`src/rtl/branch_predict_unit.sv`:
```
`default_nettype none
// ============================================================================
// Module      : branch_predict_unit
// Description : BHT/BTB fetch predictor with execute-stage branch resolution,
//               misprediction detection and table training.
//               Optional counters enabled by defining BPU_STATS_EN.
// Revision    : 1.0 - initial release
// ============================================================================
module branch_predict_unit #(
    parameter int XLEN        = 32,
    parameter int BHT_ENTRIES = 64,
    parameter int BTB_ENTRIES = 16
) (
    input  logic            clk,
    input  logic            reset,
    input  logic [XLEN-1:0] pc_f,
    output logic            pred_taken_f,
    output logic [XLEN-1:0] pred_target_f,
    input  logic            valid_e,
    input  logic            branch_e,
    input  logic            jump_e,
    input  logic [2:0]      funct3_e,
    input  logic [3:0]      alu_flags_e,
    input  logic [XLEN-1:0] pc_e,
    input  logic [XLEN-1:0] target_e,
    input  logic            pred_taken_e,
    input  logic [XLEN-1:0] pred_target_e,
    output logic            pc_src_e,
    output logic            mispredict_e,
    output logic [XLEN-1:0] redirect_pc_e,
    output logic            illegal_cond_e
`ifdef BPU_STATS_EN
    ,
    output logic [31:0]     stat_branches,
    output logic [31:0]     stat_mispredicts
`endif
);

    localparam int c_bht_iw = $clog2(BHT_ENTRIES);
    localparam int c_btb_iw = $clog2(BTB_ENTRIES);
    localparam int c_tag_w  = XLEN - c_btb_iw - 2;

    logic [1:0]             r_bht        [BHT_ENTRIES];
    logic [BTB_ENTRIES-1:0] r_btb_valid;
    logic [BTB_ENTRIES-1:0] r_btb_jump;
    logic [c_tag_w-1:0]     r_btb_tag    [BTB_ENTRIES];
    logic [XLEN-1:0]        r_btb_target [BTB_ENTRIES];

    // ---------------- fetch-side lookup ----------------
    logic [c_bht_iw-1:0] w_f_bht_idx;
    logic [c_btb_iw-1:0] w_f_btb_idx;
    logic [c_tag_w-1:0]  w_f_tag;
    logic                w_f_hit;

    assign w_f_bht_idx   = pc_f[c_bht_iw+1:2];
    assign w_f_btb_idx   = pc_f[c_btb_iw+1:2];
    assign w_f_tag       = pc_f[XLEN-1:c_btb_iw+2];
    assign w_f_hit       = r_btb_valid[w_f_btb_idx] && (r_btb_tag[w_f_btb_idx] == w_f_tag);
    assign pred_taken_f  = w_f_hit && (r_btb_jump[w_f_btb_idx] || r_bht[w_f_bht_idx][1]);
    assign pred_target_f = pred_taken_f ? r_btb_target[w_f_btb_idx] : '0;

    // ---------------- execute-side resolution ----------------
    logic w_ovf, w_carry, w_neg, w_zero;
    logic w_cond, w_bad_f3, w_ctrl;
    logic [XLEN-1:0] w_pc_plus4;

    assign {w_ovf, w_carry, w_neg, w_zero} = alu_flags_e;

    // carry here means an unsigned borrow, i.e. a < b
    always_comb begin
        w_cond   = 1'b0;
        w_bad_f3 = 1'b0;
        case (funct3_e)
            3'b000:  w_cond = w_zero;
            3'b001:  w_cond = !w_zero;
            3'b100:  w_cond = w_neg ^ w_ovf;
            3'b101:  w_cond = !(w_neg ^ w_ovf);
            3'b110:  w_cond = w_carry;
            3'b111:  w_cond = !w_carry;
            default: w_bad_f3 = 1'b1;
        endcase
    end

    assign w_ctrl         = valid_e && (branch_e || jump_e);
    assign pc_src_e       = valid_e && (jump_e || (branch_e && w_cond));
    assign illegal_cond_e = valid_e && branch_e && w_bad_f3;
    assign w_pc_plus4     = pc_e + XLEN'(4);
    assign redirect_pc_e  = pc_src_e ? target_e : w_pc_plus4;

    // A predicted-taken non-control instruction is a BTB alias and must redirect
    assign mispredict_e = (w_ctrl && ((pc_src_e != pred_taken_e) ||
                                      (pc_src_e && (target_e != pred_target_e))))
                       || (valid_e && !branch_e && !jump_e && pred_taken_e);

    // ---------------- training ----------------
    logic [c_bht_iw-1:0] w_e_bht_idx;
    logic [c_btb_iw-1:0] w_e_btb_idx;
    logic                w_bht_upd, w_btb_upd;

    assign w_e_bht_idx = pc_e[c_bht_iw+1:2];
    assign w_e_btb_idx = pc_e[c_btb_iw+1:2];
    assign w_bht_upd   = w_ctrl && branch_e && !jump_e;
    assign w_btb_upd   = w_ctrl && pc_src_e;

    always_ff @(posedge clk or posedge reset) begin
        if (reset) begin
            for (int i = 0; i < BHT_ENTRIES; i++) begin
                r_bht[i] <= 2'b01;
            end
            r_btb_valid <= '0;
            r_btb_jump  <= '0;
        end else begin
            if (w_bht_upd) begin
                if (pc_src_e && (r_bht[w_e_bht_idx] != 2'b11)) begin
                    r_bht[w_e_bht_idx] <= r_bht[w_e_bht_idx] + 2'd1;
                end else if (!pc_src_e && (r_bht[w_e_bht_idx] != 2'b00)) begin
                    r_bht[w_e_bht_idx] <= r_bht[w_e_bht_idx] - 2'd1;
                end
            end
            if (w_btb_upd) begin
                r_btb_valid[w_e_btb_idx] <= 1'b1;
                r_btb_jump[w_e_btb_idx]  <= jump_e;
            end
        end
    end

    // Payload needs no reset: it is only observed behind a set valid bit
    always_ff @(posedge clk) begin
        if (w_btb_upd) begin
            r_btb_tag[w_e_btb_idx]    <= pc_e[XLEN-1:c_btb_iw+2];
            r_btb_target[w_e_btb_idx] <= target_e;
        end
    end

`ifdef BPU_STATS_EN
    logic [31:0] r_stat_branches;
    logic [31:0] r_stat_mispredicts;

    always_ff @(posedge clk or posedge reset) begin
        if (reset) begin
            r_stat_branches    <= '0;
            r_stat_mispredicts <= '0;
        end else begin
            if (w_ctrl) begin
                r_stat_branches <= r_stat_branches + 32'd1;
            end
            if (mispredict_e) begin
                r_stat_mispredicts <= r_stat_mispredicts + 32'd1;
            end
        end
    end

    assign stat_branches    = r_stat_branches;
    assign stat_mispredicts = r_stat_mispredicts;
`endif

    logic w_unused;
    assign w_unused = &{1'b0, pc_f[1:0]};

endmodule
`default_nettype wire

```
`config.mk`:
```
export PLATFORM = sky130hd
export DESIGN_NAME = branch_predict_unit
export DESIGN_NICKNAME = d
export VERILOG_FILES = /design/src/rtl/branch_predict_unit.sv
export SDC_FILE = /design/constraint.sdc
export NUM_CORES = 1
export LEC_CHECK = 0
export BUFFER_PORTS_ARGS = -buffer_cell sky130_fd_sc_hd__buf_2
export CAP_MARGIN = 0
export CORE_MARGIN = 2
export CORE_UTILIZATION = 25
export CTS_BUF_LIST = sky130_fd_sc_hd__clkbuf_8
export CTS_CLUSTER_DIAMETER = 150
export CTS_CLUSTER_SIZE = 25
export DETAILED_ROUTE_END_ITERATION = 8
export PLACE_DENSITY_LB_ADDON = 0.12
export SYNTH_ARGS = -nofsm -noshare
export SYNTH_HDL_FRONTEND = slang
export SYNTH_SLANG_ARGS = --single-unit
```
`constraint.sdc`:
```
create_clock -name clk -period 7.9 [get_ports clk]
set_input_delay 0.79 -clock clk [delete_from_list [all_inputs] [get_ports clk]]
set_output_delay 0.79 -clock clk [all_outputs]
set_load 0.05 [all_outputs]
```
# Word level (Yosys, flattened, before mapping)
# Memory sizes are Yosys's and may differ from the RTL's.
# Cells that the tools add are included.
# W data, S select, Z words.
[totals] register_bits=160 mem_bits_rw=928 in_bits=141 output_inout_bits=68 elab_cells=150 mem_count=2
[mem_list] name="r_btb_target" words=16 width=32 rd=1 rd_clocked_by_memory_dff=0 wr=1 line="47" source="logic [XLEN-1:0] r_btb_target [BTB_ENTRIES];"
[mem_list] name="r_btb_tag" words=16 width=26 rd=1 rd_clocked_by_memory_dff=0 wr=1 line="46" source="logic [c_tag_w-1:0] r_btb_tag [BTB_ENTRIES];"
[op_classes] add_sub_neg=3 magnitude_cmp=6 n_eq_ne=9 mux=25 bitwise_logic=4 n_reduce_logical=35
[ops] operator="$bwmux W128" count=2
[ops] operator="$mux W128" count=2
[ops] operator="$mux W32" count=2
[ops] operator="$add A32 B3 Y32 const B" count=1
[ops] operator="$ne A32 B32 Y1" count=1
[ops] operator="$eq A26 B26 Y1" count=1
[ops] operator="$bmux W2 S6" count=2
[ops] operator="$logic_and A1 B1 Y1" count=19
[ops] operator="$bwmux W16" count=1
[ops] operator="$or A16 B16 Y16" count=1
[ops] operator="$ge A7 B7 Y1 const B" count=2
[ops] operator="$not A6 Y7" count=2
[ops] operator="$demux W2 S6" count=1
[ops] operator="$eq A3 B3 Y1 const B" count=4
[ops] operator="$lt A4 B5 Y1 const B" count=2
[ops] operator="$mux W2" count=5
[ops] operator="$bmux W1 S4" count=2
[ops] operator="$lt A7 B1 Y1 const B" count=1
[ops] operator="$logic_not A1 Y1" count=6
[ops] operator="$mux W1" count=6
[ops] operator="$pmux W1 S6" count=1
[ops] operator="$reduce_or A6 Y1" count=1
[ops] operator="$logic_or A1 B1 Y1" count=5
[ops] operator="$demux W1 S4" count=1
[ops] operator="other kinds (10)" count=11

# Depth between registers and ports, before layout
[logic_depth] depth_word=10 depth_mapped=19 mapped_depth_nobuf=12

# Worst setup path after synthesis
# OpenSTA, ideal clock, no wires.
[synth_path] path_type="input port to flip-flop" start="input pc_e[2]" end="register r_bht[43] (netlist bit)" setup_time_ns=0.125 t_arrival_ns=4.333 t_required_ns=7.775 path_slack_ns=3.442 stages=17 n_path_buf=5 cell_sequence="buf_2 -> buf_4 -> buf_2 -> buf_2 -> inv_1 -> nor3_1 -> buf_2 -> a22oi_1 -> nand4_1 -> o211ai_1 -> a21oi_1 -> nor3_1 -> ha_1 -> mux2_2 -> nor3_1 -> nand2_1 -> mux2_2"
[synth_via] elab_chain_cells=8 elab_cells_between_ends=21 cone_classes="add/sub (2); order compare (2); eq/ne (1); mux (9); bitwise (1); reduce/logical (6)"
[synth_lines] element="start: declaration" line="24" source="input logic [XLEN-1:0] pc_e,"
[synth_lines] element="$not A6 Y7 (not written as such) *"
[synth_lines] element="$bmux W2 S6 (tied with other cells)"
[synth_lines] element="$mux W2 (not written as such) or $logic_and A1 B1 Y1 (tied branches)"
[synth_lines] element="$mux W2 (on tied branches)"
[synth_lines] element="$sub A2 B1 Y2 (tied with other cells)" line="117" source="r_bht[w_e_bht_idx] <= r_bht[w_e_bht_idx] - 2'd1;"
[synth_lines] element="$bwmux W128 (tied with other cells)" line="117"
[synth_lines] element="$mux W128 or $reduce_bool A2 Y1 (tied branches)"
[synth_lines] element="$mux W128 or $reduce_and A2 Y1 (tied branches)"
[synth_lines] element="end signal: indexed assignment" line="115" source="r_bht[w_e_bht_idx] <= r_bht[w_e_bht_idx] + 2'd1;"
[synth_lines] element="end signal: indexed assignment" line="117"
[synth_lines] element="end: declaration" line="43" source="logic [1:0] r_bht [BHT_ENTRIES];"
# Every way passes the cells marked *; elsewhere a longest branch is shown, timed or not. The select of a mux whose other input is x is not followed.
# A chain may end at the register's enable or synchronous reset.

# Worst setup path in the final report
[layout_path] start="input pc_f[3]" end="output pred_target_f[2]"
[layout_via] elab_chain_cells=7 elab_cells_between_ends=15 cone_classes="eq/ne (1); mux (8); bitwise (1); reduce/logical (3); memory (2)"
[layout_lines] element="start: declaration" line="16" source="input logic [XLEN-1:0] pc_f,"
[layout_lines] element="$not A6 Y7 (not written as such)" line="59" source="assign pred_taken_f = w_f_hit && (r_btb_jump[w_f_btb_idx] || r_bht[w_f_bht_idx][1]);"
[layout_lines] element="$bmux W2 S6" line="59"
[layout_lines] element="$mux W2 (not written as such) (2 in series)" line="59"
[layout_lines] element="$logic_or A1 B1 Y1" line="59"
[layout_lines] element="$logic_and A1 B1 Y1" line="59"
[layout_lines] element="$mux W32 *" line="60" source="assign pred_target_f = pred_taken_f ? r_btb_target[w_f_btb_idx] : '0;"
[layout_lines] element="end: declaration" line="18" source="output logic [XLEN-1:0] pred_target_f,"
# Marked as above.

==> results.yml <==
power:
  leakage_nw: 16.44
  vdd_drop_max_mv: 0.1331
  cellPowerDensity_mw_per_mm2: 195.5
route:
  drt_pass1_iterations: 5
  finalWirelength_mm: 142.7
  antenna_left: 0
  vias_per_cell: 4.695
  post_drt_wl_per_cell_um: 28.83
  vias: 23230
  drc: 0
  initialDrtViolationCount: 1654
yosys:
  synth_warnings: 0
  ys_seq_area_share_pct: 70.37
  ys.flop_type: "edfxtp_1"
  synth-async-reset-ratio_pct: 14.71
  synth_top_area_share_pct: 61.37
  synth_nets: 2516
  avgSynthCellArea_um2: 19.17
  synthCells: 2369
  synth_cell_types: 71
  synth_edf_count: 928
  synth_area_mm2: 0.04540
  ys_top_cells_by_area: "edfxtp_1 (61%), mux4_2 (14%), dfrtp_1 (5.3%)"
  yosysTopAreaCell: "edfxtp_1"
  synth-seq-cells: 1088
timing:
  setup_viol: 0
  slew_viol_final: 0
  rsz0062_at_grt: "false"
  final_hold_viol_count: 0
  slew_headroom_pct: 24.23
  min_period_ps: 5905
  max_freq_mhz: 169.3
  fin_crit_sh_pct: 74.75
  totalNegativeSetupSlack_ps: 0
  worstMarginPinSlew_ps: 1135
  holdWs_ps: 166.3
  fin_worst_skew_ps: 27.20
floorplanning:
  die_w_um: 430.2
  die_area_mm2: 0.1850
  num_io_pins: 209
  initial_core_util_pct: 25.15
  core_area_mm2: 0.1805
  die_h_um: 430.2
  rows: 156
worst_setup_path:
  worst-r2r-cell-count: 12
  r2r_slack_ps: 2790
  worstSetupPathType: "input port to output port"
  start_kind: "input port"
  worstSetupEndpoint: "pred_target_f[2]"
  critPathTopFamily: "buffers and inverters"
  crit_cells: 11
  cp.buffers_inverters: 4
  critPathCaptureType: "output port"
  cp_common_cell: "buf_4"
  arrival_ps: 5120
  worstPathCellList: "buf_6 -> buf_4 -> and2_0 -> a22oi_1 -> nand3b_1 -> a31oi_1 -> nor4_1 -> and4_2 -> buf_4 -> and4_1 -> buf_2"
  r2r_end: "r_bht[17]$_DFFE_PP0P_"
  slowest_delay_ps: 720
  slowest_stage: "buf_4"
  worst-path-max-fanout: 53
  crit_path_start: "pc_f[3]"
  cp_data_required_time_ps: 7110
grt:
  grt_pass1_vias: 25020
  grt_use_total_pct: 15.24
  grt_pass1_wl_mm: 200.0
  grt_max_degree: 100
  grt_antenna_before_repair: 18
  gr-total-overflow: 0
cts:
  cts.sinks: 1088
  post_cts_buffers: 0
  clk_latency_ps: 830
  htree_levels: 2
  cts_hold_buf: 0
  cts_resized: 0
  clkTransAtPathRegs_ps: 140
  cts_tree: "done"
  clk_path_buf_depth: 3
  clockRootBuffer: "clkbuf_8"
  cts_buffers: 49
finish:
  nets: 2698
  fillers: 17950
  syn2layout_area_growth_pct: 10.43
  final_layout_size_suffix_gt1_share_pct: 32.90
  finish.utilization_pct: 27.77
flow_run:
  drv_cap: 0
placed_design:
  io_buffers: 206
  post-dp-hpwl_mm: 86.56
  gp_congestion: 0.7448
min_path:
  hold_class: "input port to async pin"
status:
  status: "complete, no violations"
## layout by cell type (no fill, tap or decap), types with 47 or more instances in the layout
cell / instances
dfstp_2: 64
mux2_2: 139
clkbuf_8: 49
edfxtp_1: 928
buf_4: 60
nand2_1: 123
dfrtp_1: 96
mux2i_1: 74
buf_2: 202
mux4_2: 276
xor2_1: 47
## final cells by class
class | count | area [µm²] | area share, %
inverters | 36 | 182.7 | 0.3643
flip-flops and latches | 1088 | 31950 | 63.72
well taps | 2370 | 2965 | 5.914
diodes | 10 | 25.02 | 0.04991
repair buffers | 267 | 1543 | 3.077
clock buffers | 49 | 674.4 | 1.345
multi-input cells | 1109 | 12700 | 25.33
clock inverters | 19 | 98.84 | 0.1971
## sequential cells by signal, summed over array words and instances (netlist names), named ones only
name	flops
r_btb_tag	416
r_btb_jump	16
r_btb_target	512
r_bht	64
r_btb_valid	16
## cells in the mapped netlist (7+ instances only)
cell	number
a22o_1	13
mux2_2	139
nor2_1	25
a21oi_1	15
nand2_1	123
nor4_1	9
xnor2_1	43
inv_1	33
and4_1	35
o21ai_0	26
dfrtp_1	96
xor2_1	47
dfstp_2	64
buf_6	7
buf_2	64
nor3b_1	9
nand4_1	23
and2_1	10
nand3_1	27
mux2i_1	74
nor3_1	17
mux4_2	276
o21ai_1	12
clkbuf_1	42
nor2b_1	13
nand2b_1	31
a221oi_1	17
buf_4	17
a22oi_1	36
and3_1	10
edfxtp_1	928
## power by group
group	switching, mW	total (mW)	internal, mW
Combinational	0.652	1.02	0.373
Clock	1.74	2.33	0.585
Sequential	0.0582	6.45	6.39
Total	2.45	9.80	7.35
## cell families after synthesis
kind of cell    Yosys count  synth area share [%]
flops                  1088                 70.37
mux                     495                 18.92
simple gates            348                 4.197
buf+inv                 172                 1.855
compound gates          169                 2.712
xor+xnor                 91                 1.786
fa+ha+maj                 6                0.1653
## stage by stage
stage / worst slack, ps / instance area, µm² / power (mW) / std cells
finish: 1995 / 50140 / 9.800 / 4948
global route: 1704 / 50120 / 10.18 / 4940
CTS: 1780 / 50120 / 9.967 / 4938
detailed placement: 1510 / 49340 / 7.636 / 4870
global placement: 1530 / 49340 / 7.614 / 4870
floorplan: 2896 / 45400 / 7.177 / 2369
## routing by layer
metal | vias to the layer above | GRT usage, % | share of wire, %
met4 | 12 | 2.973 | 1.9
met5 | - | 0 | 0.050
met3 | 103 | 1.713 | 3.3
met1 | 12820 | 19.40 | 42
li1 | 9925 | - | -
met2 | 367 | 27.82 | 53
## how the worst min path moves through the flow
stage | end | slack [ps] | depth (start not counted) | from
floorplan | r_btb_valid[12]$_DFFE_PP0P_ | 430 | 1 | r_btb_valid[12]$_DFFE_PP0P_
global placement | r_btb_valid[6]$_DFFE_PP0P_ | 440 | 1 | r_btb_valid[6]$_DFFE_PP0P_
detailed placement | r_btb_valid[5]$_DFFE_PP0P_ | 450 | 1 | r_btb_valid[5]$_DFFE_PP0P_
CTS | r_bht[39]$_DFFE_PP0P_ | 120 | 2 | reset
global route | r_bht[117]$_DFFE_PP0P_ | 180 | 2 | reset
finish | r_bht[117]$_DFFE_PP0P_ | 170 | 2 | reset
No activity file was read; power rests on OpenSTA's default activity.
